**src/rtl/bram_write_arbiter.sv**
```systemverilog
// BRAM write arbiter: one recycle (priority) source plus NUM_CH round-robin
// request channels feeding a single registered BRAM write command port.
// Priority wins are capped at PRI_MAX in a row while channels wait.
module bram_write_arbiter #(
   parameter int NUM_CH  = 16,
   parameter int ADDR_W  = 9,
   parameter int DATA_W  = 64,
   parameter int PRI_MAX = 4,
   localparam int BE_W   = DATA_W / 8,
   localparam int SRC_W  = $clog2(NUM_CH) + 1
) (
   input  logic                     clk,
   input  logic                     rst_n,
   input  logic [NUM_CH-1:0]        req_valid,
   input  logic [NUM_CH*ADDR_W-1:0] req_addr,
   input  logic [NUM_CH*DATA_W-1:0] req_data,
   input  logic [NUM_CH*BE_W-1:0]   req_be,
   output logic [NUM_CH-1:0]        req_grant,
   input  logic                     pri_valid,
   input  logic [ADDR_W-1:0]        pri_addr,
   input  logic [DATA_W-1:0]        pri_data,
   input  logic [BE_W-1:0]          pri_be,
   output logic                     pri_ready,
   output logic                     out_valid,
   output logic [ADDR_W-1:0]        out_addr,
   output logic [DATA_W-1:0]        out_data,
   output logic [BE_W-1:0]          out_be,
   output logic [SRC_W-1:0]         out_src,
   input  logic                     out_ready
);

   localparam int IDX_W = SRC_W - 1;

   logic [NUM_CH-1:0] base_q, base_d;
   logic [3:0]        pri_cnt_q, pri_cnt_d;
   logic              out_valid_q, out_valid_d;
   logic [ADDR_W-1:0] out_addr_q, out_addr_d;
   logic [DATA_W-1:0] out_data_q, out_data_d;
   logic [BE_W-1:0]   out_be_q, out_be_d;
   logic [SRC_W-1:0]  out_src_q, out_src_d;

   logic              accept;
   logic              any_req;
   logic              force_ch;
   logic              take_pri;
   logic              take_ch;
   logic [IDX_W-1:0]  base_idx;
   logic [IDX_W-1:0]  grant_idx;
   logic              found;
   logic [NUM_CH-1:0] grant;

   // Round-robin search: first requesting channel at or above base, wrapping
   always_comb begin
      int unsigned      pos;
      logic [IDX_W-1:0] idx_v;
      base_idx  = '0;
      grant_idx = '0;
      found     = 1'b0;
      pos       = 0;
      idx_v     = '0;
      for (int unsigned i = 0; i < NUM_CH; i++) begin
         if (base_q[i]) base_idx = IDX_W'(i);
      end
      for (int unsigned k = 0; k < NUM_CH; k++) begin
         pos = 32'(base_idx) + k;
         if (pos >= NUM_CH) pos = pos - NUM_CH;
         idx_v = IDX_W'(pos);
         if (!found && req_valid[idx_v]) begin
            found     = 1'b1;
            grant_idx = idx_v;
         end
      end
   end

   // Source selection, handshakes and next state of base / priority counter
   always_comb begin
      accept    = !out_valid_q || out_ready;
      any_req   = |req_valid;
      force_ch  = (pri_cnt_q == 4'(PRI_MAX)) && any_req;
      take_pri  = rst_n && accept && pri_valid && !force_ch;
      take_ch   = rst_n && accept && !take_pri && any_req;
      grant     = take_ch ? (NUM_CH'(1) << grant_idx) : '0;
      req_grant = grant;
      pri_ready = take_pri;

      base_d    = base_q;
      pri_cnt_d = pri_cnt_q;
      if (take_ch) begin
         base_d    = {grant[NUM_CH-2:0], grant[NUM_CH-1]};
         pri_cnt_d = '0;
      end else if (take_pri) begin
         pri_cnt_d = any_req ? pri_cnt_q + 4'd1 : '0;
      end
   end

   // Output command register: load on a selection, drain when accepted, else hold
   always_comb begin
      out_valid_d = out_valid_q;
      out_addr_d  = out_addr_q;
      out_data_d  = out_data_q;
      out_be_d    = out_be_q;
      out_src_d   = out_src_q;
      if (take_pri) begin
         out_valid_d = 1'b1;
         out_addr_d  = pri_addr;
         out_data_d  = pri_data;
         out_be_d    = pri_be;
         out_src_d   = {1'b1, {IDX_W{1'b0}}};
      end else if (take_ch) begin
         out_valid_d = 1'b1;
         out_addr_d  = req_addr[grant_idx*ADDR_W +: ADDR_W];
         out_data_d  = req_data[grant_idx*DATA_W +: DATA_W];
         out_be_d    = req_be[grant_idx*BE_W +: BE_W];
         out_src_d   = {1'b0, grant_idx};
      end else if (out_ready) begin
         out_valid_d = 1'b0;
      end
   end

   // State registers with synchronous active-low reset
   always_ff @(posedge clk) begin
      if (!rst_n) begin
         base_q      <= NUM_CH'(1);
         pri_cnt_q   <= '0;
         out_valid_q <= 1'b0;
         out_addr_q  <= '0;
         out_data_q  <= '0;
         out_be_q    <= '0;
         out_src_q   <= '0;
      end else begin
         base_q      <= base_d;
         pri_cnt_q   <= pri_cnt_d;
         out_valid_q <= out_valid_d;
         out_addr_q  <= out_addr_d;
         out_data_q  <= out_data_d;
         out_be_q    <= out_be_d;
         out_src_q   <= out_src_d;
      end
   end

   assign out_valid = out_valid_q;
   assign out_addr  = out_addr_q;
   assign out_data  = out_data_q;
   assign out_be    = out_be_q;
   assign out_src   = out_src_q;

endmodule

```
**config.mk**
```make
export PLATFORM = sky130hd
export DESIGN_NAME = bram_write_arbiter
export DESIGN_NICKNAME = d
export VERILOG_FILES = /design/src/rtl/bram_write_arbiter.sv
export SDC_FILE = /design/constraint.sdc
export NUM_CORES = 1
export LEC_CHECK = 0
export BUFFER_PORTS_ARGS = -buffer_cell sky130_fd_sc_hd__buf_2
export CAP_MARGIN = 0
export CELL_PAD_IN_SITES_DETAIL_PLACEMENT = 1
export CELL_PAD_IN_SITES_GLOBAL_PLACEMENT = 2
export CORE_AREA = 2 2 590 592
export CTS_BUF_LIST = sky130_fd_sc_hd__clkbuf_16
export CTS_CLUSTER_DIAMETER = 120
export DETAILED_ROUTE_END_ITERATION = 16
export DIE_AREA = 0 0 592 594
export GPL_TIMING_DRIVEN = 0
export HOLD_SLACK_MARGIN = 0.08
export PLACE_DENSITY = 0.32
export SETUP_SLACK_MARGIN = 0.3
export SLEW_MARGIN = 20
export SYNTH_ARGS = -nofsm -noshare
export SYNTH_HDL_FRONTEND = slang
export SYNTH_SLANG_ARGS = --single-unit
```
**constraint.sdc**
```tcl
create_clock -name clk -period 5.8 [get_ports clk]
set_clock_uncertainty 0.1 [all_clocks]
set_input_delay 0.29 -clock clk [delete_from_list [all_inputs] [get_ports clk]]
set_output_delay 0.29 -clock clk [all_outputs]
set_load 0.02 [all_outputs]
```
==> run summary <==
• **run status** finished with violations
• **violated checks** negative setup slack
• **Yosys warning count** 0
• **MaxCap Viol Count** 0
• **peak per-stage delay on the critical path** 0.50 ns
• **max-slew violation total from the final report** 0
• **most area-hungry cell type in the Yosys netlist** sky130_fd_sc_hd__mux2i_1
• **total half-perimeter wirelength after legalization and detailed placement** 255,900 um
• **Distinct cells, synth** 101
• **die extent in y** 594 um
• **fill cell count** 40.70k
• **worst-path maximum fanout** 7
• **Syn Area/Cell** 8.401 um2
• **fraction of registers with async set or reset after synthesis** 0
• **worst r2r path cells** 28
• **Seq/Total Area, Yosys** 0.1186
• **slew at the pin with the worst max-slew slack** 1.070 ns
• **Starting DRT DRC Count** 1,601
• **GRT Util Overall** 0.1597
• **endpoint required time on the critical path** 6.00 ns
• **number of standard-cell rows in the floorplan** 216
• **number of nets produced by synthesis** 3,534
• **top area cells in the synthesized netlist** sky130_fd_sc_hd__mux2i_1 (36%), sky130_fd_sc_hd__dfxtp_1 (12%), sky130_fd_sc_hd__mux2_2 (5.7%)
• **floorplan die area** 351,600 um2
• **net count of the finished layout** 5,420
• **initial antenna violation count** 232
• **count of mapped cells out of synthesis** 2,129
• **width of the die** 592 um
• **clock input transition at the sequential cells of the worst setup and hold paths** 0.10 ns
• **RePlAce Congestion** 0.8816
• **count of endpoints failing setup in the final report** 97
• **worst-case clock buffer depth** 2
• **proportion of layout cells with a drive suffix above 1** 0.6770
• **maximum clock rate** 0.1659 GHz
• **count of flip-flops with a built-in enable after synthesis** 0
• **CTS Root Buffer Type** sky130_fd_sc_hd__clkbuf_16
• **leftover overflow at the end of global routing** 0
• **Avg Vias per Cell** 3.224
• **Largest delay share family, worst path** compound AO/OA/AOI/OAI gates
• **Port Buffers** 1,499
• **Critical Setup Path Class** reg2reg
• **sum of negative setup slack** -13.93 ns
• **number of detailed-routing iterations run before antenna repair** 5
• **most prevalent standard cell on the critical path** sky130_fd_sc_hd__buf_16
• **worst r2r src** base_q[8]$_SDFFE_PN0P_
• **cell area after layout** 43,110 um2
• **CTS HTree Levels** 3
• **hold violation total from the final report** 0
• **share of the synthesized area in the top cell type** 0.3626
• **Core Box Area** 345,100 um2
• **first-pass GRT wire length** 355,900 um
• **Post-Synthesis Cell Area** 17,890 um2
• **post-layout min period** 6.029 ns
• **DRC errors left** 0
• **setup repair after global routing missed its margin** true
• **number of clock sinks** 106
• **total wire length after detailed routing** 294,900 um
• **routed length per placed instance** 34.02 um
• **Worst Setup Slack post-DPL** -4.316 ns
• **Clock Latency Late Sink** 0.46 ns
• **arrival time of data at the critical path endpoint** 6.23 ns
• **Critical Path Stages** 28
• **total via count after detailed routing** 27.95k
• **sort of element at the end of the critical path** flip-flop
• **Primary FF master, synth** sky130_fd_sc_hd__dfxtp_1
• **Worst Hold Path Cells** 3
• **buffer and inverter count on the worst path** 11
• **Detail Route Antenna Nets** 0
• **kind of path behind the tightest hold check** in2reg
• **number of placed I/O pins** 1,501
• **synthesis-to-finish area growth** 141.0%
• **beginning of the critical path** base_q[8]$_SDFFE_PN0P_
• **worst setup slack after layout** -0.2286 ns
• **TritonCTS clock tree** yes
• **kind of start point of the critical path** flip-flop
• **number of buffers inserted during clock tree synthesis** 9
• **period utilization** 1.039
• **placed instance area** 31,560 um2
• **starting utilization of the core area** 0.05183
• **Max transition margin** 0.2868
• **number of global-route vias before repair** 29.44k
• **synthesis-stage register bit count** 106
• **maximum number of pins on one net before global-route repair** 17
• **startpoint of the tightest hold check path** pri_data[54]
• **slowest stage cell, crit path** sky130_fd_sc_hd__or4_4
• **worst hold slack across all endpoints** 0.1657 ns
## cells in the mapped netlist, drive strengths merged (12+ instances only)
library cell / count
mux2i: 649
o22ai: 119
buf: 117
dfxtp: 106
a21oi: 103
o21ai: 97
mux2: 92
nor2: 87
nand2: 85
clkbuf: 81
a22oi: 73
nor3: 61
o221ai: 56
o22a: 56
a211oi: 39
and2: 33
o311ai: 31
nand3: 24
o211ai: 19
a311o: 16
inv: 15
a21o: 14
a221oi: 13
mux4: 12
nor4: 12
## worst paths after layout
check / to / slack [ns]
min reg2reg: out_src[0]$_SDFFE_PP0P_ / 0.37
max: out_data[1]$_SDFFE_PN0P_ / -0.23
min: out_data[54]$_SDFFE_PN0P_ / 0.17
max reg2reg: out_data[1]$_SDFFE_PN0P_ / -0.23
## worst register-to-register path: cells and delay by family (launching register included)
kind / cells / cell delay, ns
muxes: 2 / 0.67
and+or+nand+nor: 6 / 1.43
adders and majority gates: 1 / 0.17
AOI/OAI and AO/OA: 8 / 1.60
DFF: 1 / 0.35
buffers and inverters: 11 / 1.59
## cell usage in the layout, fill, tap and decap left out, types with 15 or more instances in the layout
cell                            Yosys  final
sky130_fd_sc_hd__clkbuf_16          0     27
sky130_fd_sc_hd__clkbuf_1          81     30
sky130_fd_sc_hd__mux2i_1          648    435
sky130_fd_sc_hd__buf_4             12    179
sky130_fd_sc_hd__buf_16             0     52
sky130_fd_sc_hd__o21ai_1           71     63
sky130_fd_sc_hd__a21oi_2            1     29
sky130_fd_sc_hd__buf_2             84   1489
sky130_fd_sc_hd__a311o_1           16     16
sky130_fd_sc_hd__dlygate4sd3_1      0     54
sky130_fd_sc_hd__mux2_4             1     29
sky130_fd_sc_hd__o311ai_1          30     16
sky130_fd_sc_hd__a22oi_1           73     65
sky130_fd_sc_hd__a211oi_1          38     17
sky130_fd_sc_hd__o211ai_1          19     19
sky130_fd_sc_hd__o22a_1            56     29
sky130_fd_sc_hd__mux2_2            91     63
sky130_fd_sc_hd__nor2_4             1     22
sky130_fd_sc_hd__o221ai_4           0     19
sky130_fd_sc_hd__buf_12             0     98
sky130_fd_sc_hd__nor3_4             0     20
sky130_fd_sc_hd__and2_1            27     24
sky130_fd_sc_hd__nor3_2             1     33
sky130_fd_sc_hd__dfxtp_1          106     97
sky130_fd_sc_hd__o221ai_2           1     23
sky130_fd_sc_hd__o22a_4             0     21
sky130_fd_sc_hd__nand2_1           84     71
sky130_fd_sc_hd__o21ai_0           22     18
sky130_fd_sc_hd__buf_6             13     87
sky130_fd_sc_hd__diode_2            0     71
sky130_fd_sc_hd__mux2i_4            0    132
sky130_fd_sc_hd__nor2_1            85     54
sky130_fd_sc_hd__o22ai_2            0     38
sky130_fd_sc_hd__a21oi_1          102     70
sky130_fd_sc_hd__o22ai_4            1     17
sky130_fd_sc_hd__mux2i_2            1     82
sky130_fd_sc_hd__clkbuf_8           0     15
sky130_fd_sc_hd__buf_8              1     27
sky130_fd_sc_hd__o22ai_1          118     64
## cell families after synthesis
logic type	after synthesis	share of synthesized area
flops	106	0.1186
mux	753	0.4371
compound gates	689	0.2749
fa+ha+maj	8	0.005597
simple gates	356	0.1017
xor+xnor	3	0.002519
buf+inv	214	0.05953
## stage by stage
stage	cells	utilization
4_1_cts	8479	0.1141
5_1_grt	8630	0.1246
6_report	8668	0.1249
2_1_floorplan	2129	-
3_3_place_gp	8206	0.09037
3_5_place_dp	8221	0.09144
## cell type report
class / instances / area, um2 / share of cell area
Clock inverter: 6 / 83.83 / 0.001945
Inverter: 16 / 92.59 / 0.002148
Buffer: 197 / 2869 / 0.06655
Clock buffer: 9 / 225.2 / 0.005225
Sequential cell: 106 / 2148 / 0.04984
Timing Repair Buffer: 1876 / 12190 / 0.2828
Multi-Input combinational cell: 1809 / 19590 / 0.4545
Tap cell: 4578 / 5728 / 0.1329
Antenna cell: 71 / 177.7 / 0.004122
## per-layer routing
layer / part of all wire / up-vias / wire (um) / track usage
met5: 0.0020 / - / 598 / 0
met3: 0.061 / 414 / 18120 / 0.03976
li1: - / 12410 / - / -
met4: 0.023 / 94 / 6698 / 0.02761
met1: 0.37 / 13730 / 110400 / 0.1738
met2: 0.54 / 1299 / 159000 / 0.3091
## flip-flops by register name, summed over array words and instances (netlist names)
signal and flops:
out_be 8, out_addr 9, out_valid 1, out_data 64, base_q 15, pri_cnt_q 4, out_src 5
## repair_timing
| action | 4_1_cts | 5_1_grt |
|---|---|---|
| hold buffers | 54 | 0 |
| setup buffers | 177 | 106 |
| pin swaps | 128 | 141 |
| resized for setup | 1038 | 436 |
| endpoints found under the setup margin | 116 | 111 |
| hold endpoints to repair | 55 | 0 |
| cloned | 13 | 12 |
Power is not shown: default switching activity piles up to over one toggle a cycle in this logic, so the estimate is an artifact.
